--- config.mk ---
export PLATFORM = sky130hd
export DESIGN_NAME = hazard_scoreboard
export DESIGN_NICKNAME = d
export VERILOG_FILES = /design/src/rtl/hazard_scoreboard.sv
export SDC_FILE = /design/constraint.sdc
export NUM_CORES = 1
export LEC_CHECK = 0
export BUFFER_PORTS_ARGS = -buffer_cell sky130_fd_sc_hd__buf_2
export CAP_MARGIN = 20
export CORE_ASPECT_RATIO = 1.1
export CORE_UTILIZATION = 58
export CTS_CLUSTER_DIAMETER = 150
export DETAILED_ROUTE_END_ITERATION = 12
export PLACE_DENSITY = 0.8
export SYNTH_ARGS = -nofsm -noshare
export SYNTH_HDL_FRONTEND = slang
export SYNTH_SLANG_ARGS = --single-unit
export TNS_END_PERCENT = 1
--- constraint.sdc ---
create_clock -name clk -period 2.28 [get_ports clk]
set_input_delay 0.114 -clock clk [delete_from_list [all_inputs] [get_ports clk]]
set_output_delay 0.114 -clock clk [all_outputs]
set_load 0.02 [all_outputs]
--- src/rtl/hazard_scoreboard.sv ---
// Decode-stage register scoreboard: stalls RAW hazards on pending writebacks and sequences the post-redirect flush.
// stall/issue are combinational from ID fields, counters and FSM state; flush is registered.
module hazard_scoreboard #(
  parameter int WB_LATENCY   = 3,
  parameter int FLUSH_CYCLES = 2
) (
  input  logic        clk,
  input  logic        reset,
  input  logic        id_valid,
  input  logic [3:0]  id_op_code,
  input  logic [3:0]  id_rd,
  input  logic [3:0]  id_rs1,
  input  logic [3:0]  id_rs2,
  input  logic        ex_mispredict,
  output logic        stall,
  output logic        issue,
  output logic        flush,
  output logic [15:0] busy_mask
);

  typedef enum logic {RUN, FLUSH} state_t;

  state_t      state_q, state_d;
  logic [2:0]  fcnt_q, fcnt_d;
  logic        flush_q, flush_d;
  logic [2:0]  cnt_q [16];
  logic [2:0]  cnt_d [16];

  logic        reads_rs1, reads_rs2, writes_rd;
  logic        hazard, in_run, load;

  always_comb begin
    reads_rs1 = 1'b0;
    reads_rs2 = 1'b0;
    writes_rd = 1'b0;
    case (id_op_code)
      4'b1100, 4'b1101: begin
        reads_rs1 = 1'b1;
        reads_rs2 = 1'b1;
        writes_rd = 1'b1;
      end
      4'b0100, 4'b0101, 4'b0111, 4'b0110: begin
        reads_rs1 = 1'b1;
        writes_rd = 1'b1;
      end
      4'b0010, 4'b0011: begin
        reads_rs1 = 1'b1;
        reads_rs2 = 1'b1;
      end
      default: ;
    endcase
  end

  always_comb begin
    for (int i = 0; i < 16; i++) busy_mask[i] = (cnt_q[i] != 3'd0);
  end

  assign hazard = id_valid && ((reads_rs1 && busy_mask[id_rs1]) ||
                               (reads_rs2 && busy_mask[id_rs2]));
  assign in_run = (state_q == RUN);
  assign stall  = !reset && in_run && hazard;
  assign issue  = !reset && in_run && id_valid && !hazard && !ex_mispredict;
  assign load   = issue && writes_rd;
  assign flush  = flush_q;

  // A fresh load wins over the decrement of the same register.
  always_comb begin
    for (int i = 0; i < 16; i++) begin
      if (load && (id_rd == 4'(i)))  cnt_d[i] = 3'(WB_LATENCY);
      else if (cnt_q[i] != 3'd0)     cnt_d[i] = cnt_q[i] - 3'd1;
      else                           cnt_d[i] = 3'd0;
    end
  end

  always_comb begin
    state_d = state_q;
    fcnt_d  = fcnt_q;
    case (state_q)
      RUN: begin
        if (ex_mispredict) begin
          state_d = FLUSH;
          fcnt_d  = 3'(FLUSH_CYCLES);
        end
      end
      FLUSH: begin
        if (fcnt_q == 3'd1) begin
          state_d = RUN;
          fcnt_d  = 3'd0;
        end else begin
          fcnt_d  = fcnt_q - 3'd1;
        end
      end
      default: begin
        state_d = RUN;
        fcnt_d  = 3'd0;
      end
    endcase
    flush_d = (state_d == FLUSH);
  end

  always_ff @(posedge clk or posedge reset) begin
    if (reset) begin
      state_q <= RUN;
      fcnt_q  <= 3'd0;
      flush_q <= 1'b0;
      for (int i = 0; i < 16; i++) cnt_q[i] <= 3'd0;
    end else begin
      state_q <= state_d;
      fcnt_q  <= fcnt_d;
      flush_q <= flush_d;
      for (int i = 0; i < 16; i++) cnt_q[i] <= cnt_d[i];
    end
  end

endmodule

==> out/qor.txt, run 1 <==
=====================================================================================
Via count of the first global-routing pass                                      2,692
Number of standard-cell rows in the floorplan                                      27
Period Utilization, post-route                                                   1.05
Register area share after synthesis                                             0.434
Wire length of the first global-routing pass                                12,400 um
Number of maximum-capacitance violations                                            0
Total number of nets in the final design                                          401
Area share of the leading cell type in the synthesized netlist                  0.434
Number of buffers on the longest clock path                                         2
Cell area after placement                                                   3360 um^2
Peak Freq                                                                   0.417 GHz
Dominant combinational cell family by area after synthesis               compound AO/OA/AOI/OAI gates
Crit start category                                                          register
Width of the die                                                              70.5 um
Synth Area per Inst                                                         9.60 um^2
Antenna violations before repair                                                    0
Share of layout cells above drive strength 1                                    0.376
Max incr delay on CP                                                           460 ps
DRC violations left                                                                 6
Worst setup path class                                                   register to primary output
Worst Setup End Kind                                                     primary output
H-tree depth                                                                        2
Synth Instances                                                                   312
Count of flip-flops with a built-in enable after synthesis                          0
Worst-path fanout max                                                               3
IO Count                                                                           39
Cell types occupying the most area after synthesis                       sky130_fd_sc_hd__dfrtp_1 43%, sky130_fd_sc_hd__a21oi_1 5.7%, sky130_fd_sc_hd__o22ai_2 4.6%, sky130_fd_sc_hd__nor3_1 4.5%, sky130_fd_sc_hd__nor3b_1 4.3%
Global placement routability congestion                                         0.990
Worst EP required                                                             2170 ps
Pin count of the biggest net entering global routing                               32
TNS Setup                                                                     -309 ps
Arrival time of data at the critical path endpoint                            2280 ps
Post-synthesis net count                                                          334
Later-pin clock latency in the skew report                                     310 ps
Failing checks                                                           DRC, setup timing
P per Cell Area                                                           639 nW/um^2
Worst-case clock skew                                                         7.35 ps
XOR/XNOR Fraction of Synth Area                                                     0
Mean number of vias per cell                                                     6.48
Count of nets left with antenna violations after detail routing                     0
Post-synthesis share of cell area spent on and, or, nand and nor gates          0.236
Number of vias after detailed routing                                           2,837
Routed length per instance                                                    18.0 um
Overall die area                                                            5460 um^2
Core box area                                                               5000 um^2
Number of detailed-route iterations in the first pass                               9
TritonCTS clock tree                                                              yes
Global-route usage over all layers                                              0.292
Total count of max-transition violations in the final report                        0
Total wirelength of the detailed-routed design                                7900 um
Share of cell area taken by muxes after synthesis                              0.0188
Worst max-slew margin expressed relative to the limit                           0.662
Worst min-delay path category                                            primary input to register
Total CTS buffers                                                                   5
Most common library cell in the layout ignoring fill and taps            sky130_fd_sc_hd__dfrtp_1
Slew at the pin with the worst max-slew slack                                  505 ps
RSZ-0062 raised after global routing                                             true
List of cells traversed by the critical path                             nor3_4, inv_2, mux4_2, and2_4, o31a_4, o211a_1, buf_6
Total standard cell area after synthesis                                    3000 um^2
Cell accounting for the most synthesized area                            sky130_fd_sc_hd__dfrtp_1
Syn-to-layout area delta                                                        25.5%
Critical-path top delay cell                                             sky130_fd_sc_hd__mux4_2
Synth Flop Type                                                          sky130_fd_sc_hd__dfrtp_1
Clock tree sinks                                                                   52
CTS clock-pin slew for the worst setup and hold paths                           90 ps
Number of warnings printed during yosys synthesis                                   0
Floorplan die height                                                          77.4 um
Root Buffer Master                                                       sky130_fd_sc_hd__clkbuf_8
Compound-gate portion of the synthesized area                                   0.251
Dpl hpwl                                                                      5280 um
Adder-cell share of the synthesized area                                      0.00835
Total grt overflow                                                                  0
Final Power                                                                 0.00240 W
Count of final setup violators                                                      5
Share of flip-flops with an asynchronous set or reset after synthesis            1.00
Violation count after the first detailed-route iteration                          351
Commonest non-fill, non-tap cells in the layout                          49 x sky130_fd_sc_hd__dfrtp_1, 35 x sky130_fd_sc_hd__buf_2, 34 x sky130_fd_sc_hd__a21oi_1
Min cycle time layout                                                         2400 ps
Number of hold-slack violations in the final timing report                          0
Antenna Diode Count                                                                 0
Number of library cell types mapped by synthesis                                   51
Worst IR Drop VDD                                                            0.484 mV
LEAKAGE                                                                       1.81 nW
Number of storage elements in the synthesis netlist                                52
Area of all placed cells without fillers                                    3760 um^2
Result of the run                                                        finished, violations left
Buffers added on ports                                                             37
Fin worst setup slack                                                         -117 ps
Initial Utilization                                                             0.599
=====================================================================================
==> per-stage QoR <==
step	hold slack [ps]	utilization	setup WS (ps)	cells
floorplan	176	-	-48.2	312
global placement	220	0.671	64.8	417
detailed placement	224	0.671	42.0	417
CTS	44.3	0.717	-122	434
global route	41.9	0.752	-205	438
finish	54.2	0.752	-117	438
==> cell usage after synthesis, drive strengths merged, types with 2 or more instances <==
cell type and n:
and3 2, nand2 11, nand2b 4, nor3 37, nor2 8, a21oi 34
dfrtp 52, nor3b 17, or3 18, a211oi 3, a2111oi 2, clkbuf 4
o31a 3, o22ai 17, o31ai 3, inv 20, mux4 2, o21ai 36
nand3 4, ha 2, buf 8, nor2b 2, nor4 4
==> power by group <==
group	switching, W	internal [W]
clock network	0.000299	0.000326
logic	0.000378	0.000301
registers	0.000101	0.000997
total	0.000778	0.00162
==> per-layer routing <==
metal | track usage | up-vias | wire [um]
met5 | 0 | - | 0
met4 | 0.133 | 0 | 181
met3 | 0.0429 | 21 | 500
met2 | 0.483 | 113 | 4060
met1 | 0.381 | 1390 | 3160
li1 | - | 1313 | -
==> cells by family after synthesis <==
group,after synthesis
compound gates,111
flops,52
buf+inv,32
mux,3
simple gates,112
fa+ha+maj,2
==> repair_timing <==
action	4_1_cts	5_1_grt
hold endpoints to repair	52	0
setup buffers	8	4
gates resized for setup	12	33
pin swaps	10	12
endpoints found under the setup margin	2	40
hold buffers	1	0
==> worst paths after layout <==
check                              startpoint        end  slack [ps]  depth (start not counted)
worst max-delay path                cnt_q[32]      stall        -120                          7
min in group asynchronous               reset  cnt_q[37]         440                          4
max in group asynchronous               reset   cnt_q[1]        1470                          4
worst min register to register      fcnt_q[1]  fcnt_q[1]         500                          1
worst min-delay path            ex_mispredict  fcnt_q[1]          50                          2
worst max register to register      cnt_q[32]  cnt_q[25]         -80                         11
==> cell type report <==
class | count | area (um^2)
clock inverters | 2 | 35.0
well taps | 58 | 72.6
multi-input cells | 228 | 1710
fillers | 330 | 1240
flip-flops and latches | 52 | 1310
repair buffers | 72 | 487
clock buffers | 6 | 72.6
inverters | 20 | 78.8
==> critical path, delay by kind of cell, from the launching register on <==
| kind | cells | cell delay, ps |
|---|---|---|
| AOI/OAI and AO/OA | 2 | 520 |
| buffers and inverters | 2 | 200 |
| DFF | 1 | 420 |
| muxes | 1 | 460 |
| and+or+nand+nor | 2 | 380 |
==> sequential cells by signal (all words and copies together) (netlist names) <==
signal and cells:
fcnt_q 3, cnt_q 48, flush 1
Note: power is estimated with default switching activity, not from simulation.
==> run 2: changes to the inputs <==
ABC_AREA = 1   (was default)
BUFFER_PORTS_ARGS = -buffer_cell sky130_fd_sc_hd__buf_4   (was -buffer_cell sky130_fd_sc_hd__buf_2)
CORE_MARGIN = 8   (was default)
==> out/qor.txt, run 2 <==
=====================================================================================
Result of the run                                                        finished, final reports clean   was finished, violations left
Min cycle time layout                                                         2110 ps   was 2400 ps
Floorplan die height                                                          91.8 um   was 77.4 um
LEAKAGE                                                                       1.80 nW   was 1.81 nW
Area of all placed cells without fillers                                    3440 um^2   was 3760 um^2
Length in cells of the worst reg-to-reg path                                       11   unchanged
Width of the die                                                              84.9 um   was 70.5 um
Reg2reg setup slack                                                            480 ps   was -80 ps
Area share of the leading cell type in the synthesized netlist                  0.429   was 0.434
Final std cells w/o fill                                                          515   was 438
P per Cell Area                                                           637 nW/um^2   was 639 nW/um^2
Share of cell area taken by muxes after synthesis                                   0   was 0.0188
Violation count after the first detailed-route iteration                          165   was 351
Worst-case clock skew                                                         3.01 ps   was 7.35 ps
Syn-to-layout area delta                                                        13.4%   was 25.5%
Startpoint of the lowest-slack register-to-register path                    cnt_q[25]   was cnt_q[32]
Dpl hpwl                                                                      5040 um   was 5280 um
Share of layout cells above drive strength 1                                    0.193   was 0.376
Cell accounting for the most synthesized area                            sky130_fd_sc_hd__dfrtp_1   unchanged
Endpoint of the lowest-slack register-to-register path                      cnt_q[40]   was cnt_q[25]
Switching power                                                            0.000734 W   was 0.000778 W
Mean number of vias per cell                                                     5.22   was 6.48
IO Count                                                                           39   unchanged
Period Utilization, post-route                                                  0.927   was 1.05
Total number of nets in the final design                                          478   was 401
Compound-gate portion of the synthesized area                                  0.0669   was 0.251
Combinational cell fraction of total power                                      0.261   was 0.283
Initial Utilization                                                             0.602   was 0.599
Global placement routability congestion                                         0.875   was 0.990
Number of storage elements in the synthesis netlist                                52   unchanged
Worst min-delay path category                                            primary input to async pin   was primary input to register
Wire length of the first global-routing pass                                11,800 um   was 12,400 um
Global-route usage over all layers                                              0.185   was 0.292
Number of warnings printed during yosys synthesis                                   0   unchanged
Worst Hold Slack                                                              10.1 ps   was 54.2 ps
Synth Instances                                                                   415   was 312
Total CTS buffers                                                                   5   unchanged
Adder-cell share of the synthesized area                                      0.00825   was 0.00835
Number of vias after detailed routing                                           2,686   was 2,837
Buffers added on ports                                                             37   unchanged
Commonest non-fill, non-tap cells in the layout                          97 x sky130_fd_sc_hd__nand2_1, 66 x sky130_fd_sc_hd__inv_1, 59 x sky130_fd_sc_hd__nor2_1   was 49 x sky130_fd_sc_hd__dfrtp_1, 35 x sky130_fd_sc_hd__buf_2, 34 x sky130_fd_sc_hd__a21oi_1
Count of flip-flops with a built-in enable after synthesis                          0   unchanged
Worst EP required                                                             2170 ps   about the same
Number of maximum-capacitance violations                                            0   unchanged
Peak Freq                                                                   0.473 GHz   was 0.417 GHz
Number of flip-flops under the largest register name                               48   unchanged
Count of final setup violators                                                      0   was 5
DRC violations left                                                                 0   was 6
Synth Area per Inst                                                         7.31 um^2   was 9.60 um^2
Arrival time of data at the critical path endpoint                            2000 ps   was 2280 ps
Later-pin clock latency in the skew report                                     300 ps   was 310 ps
Dominant combinational cell family by area after synthesis               simple AND/OR/NAND/NOR gates   was compound AO/OA/AOI/OAI gates
Worst-path fanout max                                                              17   was 3
Worst IR Drop VDD                                                            0.472 mV   was 0.484 mV
Count of nets left with antenna violations after detail routing                     0   unchanged
Total grt overflow                                                                  0   unchanged
Total standard cell area after synthesis                                    3030 um^2   was 3000 um^2
Overall die area                                                            7800 um^2   was 5460 um^2
Core box area                                                               5030 um^2   was 5000 um^2
Number of standard-cell rows in the floorplan                                      27   unchanged
TNS Setup                                                                        0 ps   was -309 ps
Worst setup path class                                                   register to primary output   unchanged
Setup WS pre-CTS                                                               499 ps   was 42.0 ps
Share of total power in sequential cells                                        0.492   was 0.457
Cell with the most instances after synthesis                             sky130_fd_sc_hd__nand2_1   was sky130_fd_sc_hd__dfrtp_1
Crit start category                                                          register   unchanged
RSZ-0062 raised after global routing                                            false   was true
Antenna violations before repair                                                    0   unchanged
Via count of the first global-routing pass                                      2,717   was 2,692
Cells after DPL                                                                   507   was 417
Pin count of the biggest net entering global routing                               53   was 32
Most common library cell in the layout ignoring fill and taps            sky130_fd_sc_hd__nand2_1   was sky130_fd_sc_hd__dfrtp_1
Cts-stage hold buffer count                                                         0   was 1
Post-synthesis share of cell area spent on and, or, nand and nor gates          0.385   was 0.236
Total wirelength of the detailed-routed design                                6660 um   was 7900 um
Cell Int Power                                                              0.00145 W   was 0.00162 W
Cell area after placement                                                   3340 um^2   was 3360 um^2
Routed length per instance                                                    12.9 um   was 18.0 um
Fin worst setup slack                                                          167 ps   was -117 ps
Root Buffer Master                                                       sky130_fd_sc_hd__clkbuf_8   unchanged
CTS-repair resized insts                                                            0   was 12
Slew at the pin with the worst max-slew slack                                  647 ps   was 505 ps
Net Sw Frac                                                                     0.335   was 0.324
CTS clock-pin slew for the worst setup and hold paths                           90 ps   about the same
H-tree depth                                                                        2   unchanged
Fill count                                                                        436   was 330
Number of library cell types mapped by synthesis                                   26   was 51
Register area share after synthesis                                             0.429   was 0.434
Number of hold-slack violations in the final timing report                          0   unchanged
Post-synth top cells                                                     97 x sky130_fd_sc_hd__nand2_1, 67 x sky130_fd_sc_hd__inv_1, 59 x sky130_fd_sc_hd__nor2_1, 52 x sky130_fd_sc_hd__dfrtp_1, 34 x sky130_fd_sc_hd__nand3_1   was 52 x sky130_fd_sc_hd__dfrtp_1, 34 x sky130_fd_sc_hd__a21oi_1, 27 x sky130_fd_sc_hd__nor3_1, 23 x sky130_fd_sc_hd__o21ai_0, 18 x sky130_fd_sc_hd__or3_1
Worst max-slew margin expressed relative to the limit                           0.569   was 0.662
TritonCTS clock tree                                                              yes   unchanged
Register with the most flip-flops                                               cnt_q   unchanged
Antenna Diode Count                                                                 0   unchanged
Clock network power share                                                       0.247   was 0.260
Total count of max-transition violations in the final report                        0   unchanged
Cell types occupying the most area after synthesis                       sky130_fd_sc_hd__dfrtp_1 43%, sky130_fd_sc_hd__nand2_1 12%, sky130_fd_sc_hd__inv_1 8.3%, sky130_fd_sc_hd__nor2_1 7.3%, sky130_fd_sc_hd__nand3_1 5.6%   was sky130_fd_sc_hd__dfrtp_1 43%, sky130_fd_sc_hd__a21oi_1 5.7%, sky130_fd_sc_hd__o22ai_2 4.6%, sky130_fd_sc_hd__nor3_1 4.5%, sky130_fd_sc_hd__nor3b_1 4.3%
Post-synthesis net count                                                          437   was 334
Number of detailed-route iterations in the first pass                               5   was 9
Number of buffers on the longest clock path                                         2   unchanged
Clock tree sinks                                                                   52   unchanged
Synth Flop Type                                                          sky130_fd_sc_hd__dfrtp_1   unchanged
Share of flip-flops with an asynchronous set or reset after synthesis            1.00   unchanged
Worst Setup End Kind                                                     primary output   unchanged
XOR/XNOR Fraction of Synth Area                                               0.00289   was 0
Buffers inserted by post-CTS timing repair                                          0   was 8
=====================================================================================
[run 2: routing by layer]
metal  track usage  routed length (um)
met1         0.207                2840
met5             0                   0
met2         0.331                3300
met3        0.0419                 365
met4        0.0713                 155
[run 2: area by class of cell]
type / count / area (um^2) / share of cell area
flip-flops and latches: 52 / 1300 / 0.379
clock inverters: 1 / 7.51 / 0.00218
clock buffers: 7 / 86.3 / 0.0251
inverters: 70 / 272 / 0.0790
multi-input cells: 288 / 1410 / 0.409
well taps: 58 / 72.6 / 0.0211
repair buffers: 39 / 293 / 0.0852
[run 2: metrics by stage]
stage	total power, W	utilization
final	0.00219	0.683
after global routing	0.00233	0.683
after CTS	0.00221	0.683
after detailed placement	0.00167	0.664
after floorplan	0.00147	-
after global placement	0.00165	0.664
[run 2: worst max-delay path by stage]
| stage | startpoint | end | slack [ps] | cells after the start |
|---|---|---|---|---|
| global placement | cnt_q[10] | issue | 520 | 10 |
| detailed placement | cnt_q[25] | cnt_q[21] | 500 | 11 |
| floorplan | reset | cnt_q[14] | 280 | 7 |
| CTS | cnt_q[25] | issue | 150 | 10 |
| finish | cnt_q[25] | issue | 170 | 10 |
| global route | cnt_q[39] | issue | 0.02 | 10 |
[run 2: worst max-delay path, stage by stage (launching register included)]
cell	delay, ps
sky130_fd_sc_hd__dfrtp_1	420
sky130_fd_sc_hd__nor2_2	130
sky130_fd_sc_hd__nand2_2	90
sky130_fd_sc_hd__nand2_1	80
sky130_fd_sc_hd__nand3_1	100
sky130_fd_sc_hd__nand3_2	80
sky130_fd_sc_hd__nand3_2	70
sky130_fd_sc_hd__nand3_2	130
sky130_fd_sc_hd__nand2_4	90
sky130_fd_sc_hd__nor2_8	290
sky130_fd_sc_hd__buf_4	210
[run 2: cells by family (layout without fill, tap and decap cells)]
| group | count (synthesis) | count (layout) |
|---|---|---|
| flip-flops | 52 | 52 |
| buffers and inverters | 75 | 117 |
| AND/OR/NAND/NOR | 246 | 246 |
| XOR/XNOR | 1 | 1 |
| adder cells (fa/ha/maj) | 2 | 2 |
| AO/OA/AOI/OAI | 39 | 39 |
[run 2: power groups by stage]
stage          combinational (W)  clock, W  sequential (W)
2_1_floorplan           0.000387         0         0.00108
3_3_place_gp            0.000561         0         0.00109
3_5_place_dp            0.000575         0         0.00110
4_1_cts                 0.000578  0.000557         0.00108
5_1_grt                 0.000646  0.000596         0.00109
6_report                0.000571  0.000541         0.00108
